[src/rtl/hazard_fwd_unit.sv]
// ============================================================================
// Module   : hazard_fwd_unit
// Purpose  : Forwarding selects plus stall/flush control for a 5-stage RV32I
//            pipeline, tracking rd/write-enable tags in a shadow pipeline.
// Revision : 1.0
// ============================================================================
`default_nettype none

module hazard_fwd_unit #(
   parameter int REG_ADDR_W = 5,
   parameter bit ZERO_REG   = 1'b1
) (
   input  logic                  clk,
   input  logic                  rst,
   input  logic [REG_ADDR_W-1:0] rs1_d,
   input  logic [REG_ADDR_W-1:0] rs2_d,
   input  logic [REG_ADDR_W-1:0] rd_d,
   input  logic                  regwrite_d,
   input  logic                  load_d,
   input  logic                  pc_src_e,
   output logic [1:0]            forward_a_e,
   output logic [1:0]            forward_b_e,
   output logic                  stall_f,
   output logic                  stall_d,
   output logic                  flush_d,
   output logic                  flush_e
);

   localparam logic [1:0] FWD_RF  = 2'b00;
   localparam logic [1:0] FWD_WB  = 2'b01;
   localparam logic [1:0] FWD_MEM = 2'b10;

   // Shadow pipeline tags
   logic [REG_ADDR_W-1:0] rs1_e, rs2_e, rd_e, rd_m, rd_w;
   logic                  regwrite_e, load_e, regwrite_m, regwrite_w;

   logic                  nz_e, nz_m, nz_w;
   logic                  hit_a_m, hit_a_w, hit_b_m, hit_b_w;
   logic [1:0]            fwd_a, fwd_b;
   logic                  lwstall;
   logic                  bubble_e;

   // x0 is hard-wired to zero, so its tags are ignored when ZERO_REG is set.
   generate
      if (ZERO_REG) begin : g_zero_guard
         assign nz_e = (rd_e != '0);
         assign nz_m = (rd_m != '0);
         assign nz_w = (rd_w != '0);
      end else begin : g_no_zero_guard
         assign nz_e = 1'b1;
         assign nz_m = 1'b1;
         assign nz_w = 1'b1;
      end
   endgenerate

   assign hit_a_m = regwrite_m && nz_m && (rd_m == rs1_e);
   assign hit_a_w = regwrite_w && nz_w && (rd_w == rs1_e);
   assign hit_b_m = regwrite_m && nz_m && (rd_m == rs2_e);
   assign hit_b_w = regwrite_w && nz_w && (rd_w == rs2_e);

   // MEM is the newer result, so it takes priority over WB.
   always_comb begin
      fwd_a = FWD_RF;
      if (hit_a_m)
         fwd_a = FWD_MEM;
      else if (hit_a_w)
         fwd_a = FWD_WB;

      fwd_b = FWD_RF;
      if (hit_b_m)
         fwd_b = FWD_MEM;
      else if (hit_b_w)
         fwd_b = FWD_WB;
   end

   assign lwstall  = load_e && nz_e && ((rd_e == rs1_d) || (rd_e == rs2_d));
   assign bubble_e = lwstall || pc_src_e;

   always_ff @(posedge clk or posedge rst) begin
      if (rst) begin
         rs1_e      <= '0;
         rs2_e      <= '0;
         rd_e       <= '0;
         regwrite_e <= 1'b0;
         load_e     <= 1'b0;
         rd_m       <= '0;
         regwrite_m <= 1'b0;
         rd_w       <= '0;
         regwrite_w <= 1'b0;
      end else begin
         rd_w       <= rd_m;
         regwrite_w <= regwrite_m;
         rd_m       <= rd_e;
         regwrite_m <= regwrite_e;
         if (bubble_e) begin
            rs1_e      <= '0;
            rs2_e      <= '0;
            rd_e       <= '0;
            regwrite_e <= 1'b0;
            load_e     <= 1'b0;
         end else begin
            rs1_e      <= rs1_d;
            rs2_e      <= rs2_d;
            rd_e       <= rd_d;
            regwrite_e <= regwrite_d;
            load_e     <= load_d;
         end
      end
   end

   // A taken branch discards the stalled instruction, so it overrides the stall.
   assign forward_a_e = rst ? FWD_RF : fwd_a;
   assign forward_b_e = rst ? FWD_RF : fwd_b;
   assign stall_f     = !rst && lwstall && !pc_src_e;
   assign stall_d     = !rst && lwstall && !pc_src_e;
   assign flush_d     = !rst && pc_src_e;
   assign flush_e     = !rst && bubble_e;

endmodule

`default_nettype wire

[config.mk]
export PLATFORM = sky130hd
export DESIGN_NAME = hazard_fwd_unit
export DESIGN_NICKNAME = d
export VERILOG_FILES = /design/src/rtl/hazard_fwd_unit.sv
export SDC_FILE = /design/constraint.sdc
export NUM_CORES = 1
export LEC_CHECK = 0
export ABC_AREA = 1
export BUFFER_PORTS_ARGS = -buffer_cell sky130_fd_sc_hd__buf_2
export CAP_MARGIN = 25
export CORE_MARGIN = 5
export CORE_UTILIZATION = 45
export DETAILED_ROUTE_END_ITERATION = 8
export PLACE_DENSITY = 0.75
export SLEW_MARGIN = 40
export SYNTH_ARGS = -nofsm -noshare
export SYNTH_HDL_FRONTEND = slang
export SYNTH_SLANG_ARGS = --single-unit
[constraint.sdc]
create_clock -name clk -period 2 [get_ports clk]
set_clock_uncertainty 0.2 [all_clocks]
set_input_delay 0.2 -clock clk [delete_from_list [all_inputs] [get_ports clk]]
set_output_delay 0.2 -clock clk [all_outputs]
set_load 0.1 [all_outputs]
==> flow_metrics.py <==
metrics = {
    "pwr": {
        "leakagePower_nw": 1.12,
        "comb_power_share": 0.209,
        "ir_worst_vdd_mv": 0.390,
        "p_seq_frac": 0.510,
        "intPower_w": 0.000905,
        "swShare": 0.292,
        "pwr_density_cell_nw_per_um2": 606,
        "netSwitchingPower_w": 0.000373,
        "pwr-share-clk": 0.281,
    },
    "synth": {
        "netlist_area_um2": 1400,
        "yosysTopAreaCellShare": 0.518,
        "synth-seq-area-share": 0.518,
        "synthTopCellsByArea": "dfrtp_1 (52%), nor2_1 (9.9%), nand2_1 (8.3%)",
        "synth_nets": 188,
        "ys_seq_elements": 29,
        "postSynthAreaPerCell_um2": 8.33,
        "syn_inst": 168,
        "synth_area_leader_cell": "dfrtp_1",
        "ys_types": 15,
        "ys_warn_count": 0,
    },
    "worst_setup_path": {
        "cp_data_required_time_ps": 1600,
        "path_delay_family": "simple AND/OR/NAND/NOR gates",
        "crit_type": "flop to output pin",
        "slowest_stage": "dfrtp_2",
        "critPathCaptureType": "output pin",
        "path_depth": 8,
        "rr_startpoint": "rd_e[3]",
        "crit_buf_inv": 1,
        "start_kind": "flop",
        "crit_chain": "nor2_1, nor2_1, nor2_2, nand3_2, nand2_2, nand2_4, nor2_4, buf_12",
        "cpPeakStageDelay_ps": 450,
        "worstPathArrival_ps": 1740,
        "crit-reg2reg-capture": "rs2_e[2]",
        "cp-startpoint": "rd_e[0]",
        "worstPathMaxFanout": 5,
        "crit_top_cell": "nor2_1",
        "rrSetupSlack_ps": 130,
        "crit_end": "stall_f",
        "ff2ff_path_depth": 10,
    },
    "sta": {
        "relSlewSlack": 0.678,
        "fmax_ghz": 0.468,
        "timing.final.ws_setup_ps": -137,
        "setup_violations": 7,
        "final_hold_viol_count": 0,
        "slew_viol_final": 0,
        "fin_setup_tns_ps": -571,
        "fin_crit_sh": 1.07,
        "worstMarginPinSlew_ps": 486,
        "rsz0062_at_grt": "true",
        "fin_crit_ps": 2140,
    },
    "floorplanning": {
        "row_count": 20,
        "io_pins": 28,
        "floorplan.initialDensity": 0.462,
        "die-area_um2": 4330,
        "fp.coreArea_um2": 3030,
        "die_x_um": 65.8,
        "die_h_um": 65.8,
    },
    "placement": {
        "dp.cells": 238,
        "io_buffers": 27,
        "place_congestion": 0.852,
        "dpl.hpwl_um": 1960,
    },
    "clock_network": {
        "htree_levels": 2,
        "numCtsBuffers": 5,
        "root_buffer": "clkbuf_4",
        "clock_latency_ps": 320,
        "cts_tree": "done",
        "clk_pin_slew_ps": 90,
        "cts_buffer_depth": 2,
        "cts.sinks": 29,
    },
    "global_route": {
        "grt_remaining_overflow": 0,
        "grt_max_degree": 28,
        "antenna_found_initial": 0,
        "grt_pass1_vias": 1219,
        "grt_use_total": 0.164,
        "grt_first_pass_wirelength_um": 5240,
    },
    "run": {
        "maxCapViolCount": 0,
    },
    "route": {
        "drc": 0,
        "first_pass_iters": 4,
        "postRouteAntennaNets": 0,
        "vias": 1217,
        "viasPerCell": 4.47,
        "avgRoutedWirePerCell_um": 12.2,
        "drt-initial-drc-count": 21,
        "wl_um": 3320,
    },
    "run_status": {
        "status": "finished, violations left",
        "violations": "negative setup slack",
    },
    "layout": {
        "fillers": 223,
        "final_nets": 248,
        "final_cells": 272,
        "antenna_cells": 0,
        "area_growth_pct": 50.6,
        "drive_gt1_frac": 0.333,
    },
    "worst_hold_path": {
        "worstHoldPathType": "input pin to flop",
    },
}
==> logic make-up after synthesis <==
logic type                count (synthesis)  share of synthesized area
AOI/OAI and AO/OA                         3                     0.0107
DFF                                      29                      0.518
buffers and inverters                    32                     0.0938
and+or+nand+nor                          82                      0.239
xor gates and xnor gates                 22                      0.138
==> layout make-up <==
class / count / area (um2) / share of cell area
Timing Repair Buffer: 55 / 503 / 0.239
Multi-Input combinational cell: 107 / 653 / 0.310
Clock buffer: 7 / 55.1 / 0.0261
Tap cell: 44 / 55.1 / 0.0261
Sequential cell: 29 / 729 / 0.346
Inverter: 30 / 113 / 0.0534
==> repair_timing <==
action                                  in CTS  in global routing
endpoints found under the setup margin       4                  7
setup buffers                                5                  4
pin swaps                                    2                 19
gates resized for setup                      3                 29
hold endpoints to repair                    46                  0
hold buffers                                18                  0
==> power groups by stage <==
stage,Sequential [W],Clock (W),Combinational (W)
CTS,0.000648,0.000365,0.000231
floorplan,0.000654,0,0.000140
finish,0.000652,0.000359,0.000267
detailed placement,0.000661,0,0.000194
global placement,0.000659,0,0.000191
global route,0.000657,0.000395,0.000296
==> worst min-delay path, cell delays in order <==
cell and delay (ps):
buf_2 70, inv_1 80, nand2_4 200, nor2_2 40
==> cell usage after synthesis <==
cell and number:
nand2_1 31, buf_6 1, nor3_1 3, nand2_2 1, xnor2_1 10, nor2_1 37
xor2_1 12, nand3_1 7, nand4_1 1, dfrtp_1 29, nand2_4 1, inv_1 30
buf_4 1, nor2_2 1, o21ai_0 3
==> metal layers <==
layer,vias to the layer above,GRT usage,wire length (um)
met4,0,0.0907,99
met2,34,0.280,1810
met1,561,0.177,1220
met5,-,0,0
li1,613,-,-
met3,9,0.0544,198
==> registers in the layout (all words and copies together), names as in the netlist, 5 cells and up <==
name,flops
rd_e,5
rd_m,5
rd_w,5
rs1_e,5
rs2_e,5
==> per-stage QoR <==
stage               setup slack [ps]  cell area, um2  power [W]  utilization  hold WS, ps
finish                          -137            2110    0.00128        0.696          108
global route                    -290            2110    0.00135        0.696          123
CTS                            -59.5            1990    0.00124        0.658         90.0
detailed placement               279            1720   0.000855        0.567        -23.2
global placement                 279            1720   0.000851        0.567        -20.9
floorplan                       -395            1430   0.000794            -         95.3
==> placed cells by master, fill, tap and decap left out, drive strengths merged <==
cell | Yosys | routed
o21ai | 3 | 3
nand4 | 1 | 1
xor2 | 12 | 12
nor2 | 38 | 38
buf | 2 | 37
nor3 | 3 | 3
dlygate4sd3 | 0 | 18
clkbuf | 0 | 7
inv | 30 | 30
dfrtp | 29 | 29
nand3 | 7 | 7
xnor2 | 10 | 10
nand2 | 33 | 33
==> worst min path at each step <==
stage                         from       to  slack, ps  depth (start not counted)
after floorplan                rst   load_e        100                          1
after global placement         rst   load_e        -20                          2
after detailed placement       rst   load_e        -20                          2
after CTS                 pc_src_e  rd_e[1]         90                          4
after global routing      pc_src_e  rd_e[1]        120                          4
final                     pc_src_e  rd_e[1]        110                          4
No activity file was read; power rests on OpenSTA's default activity.
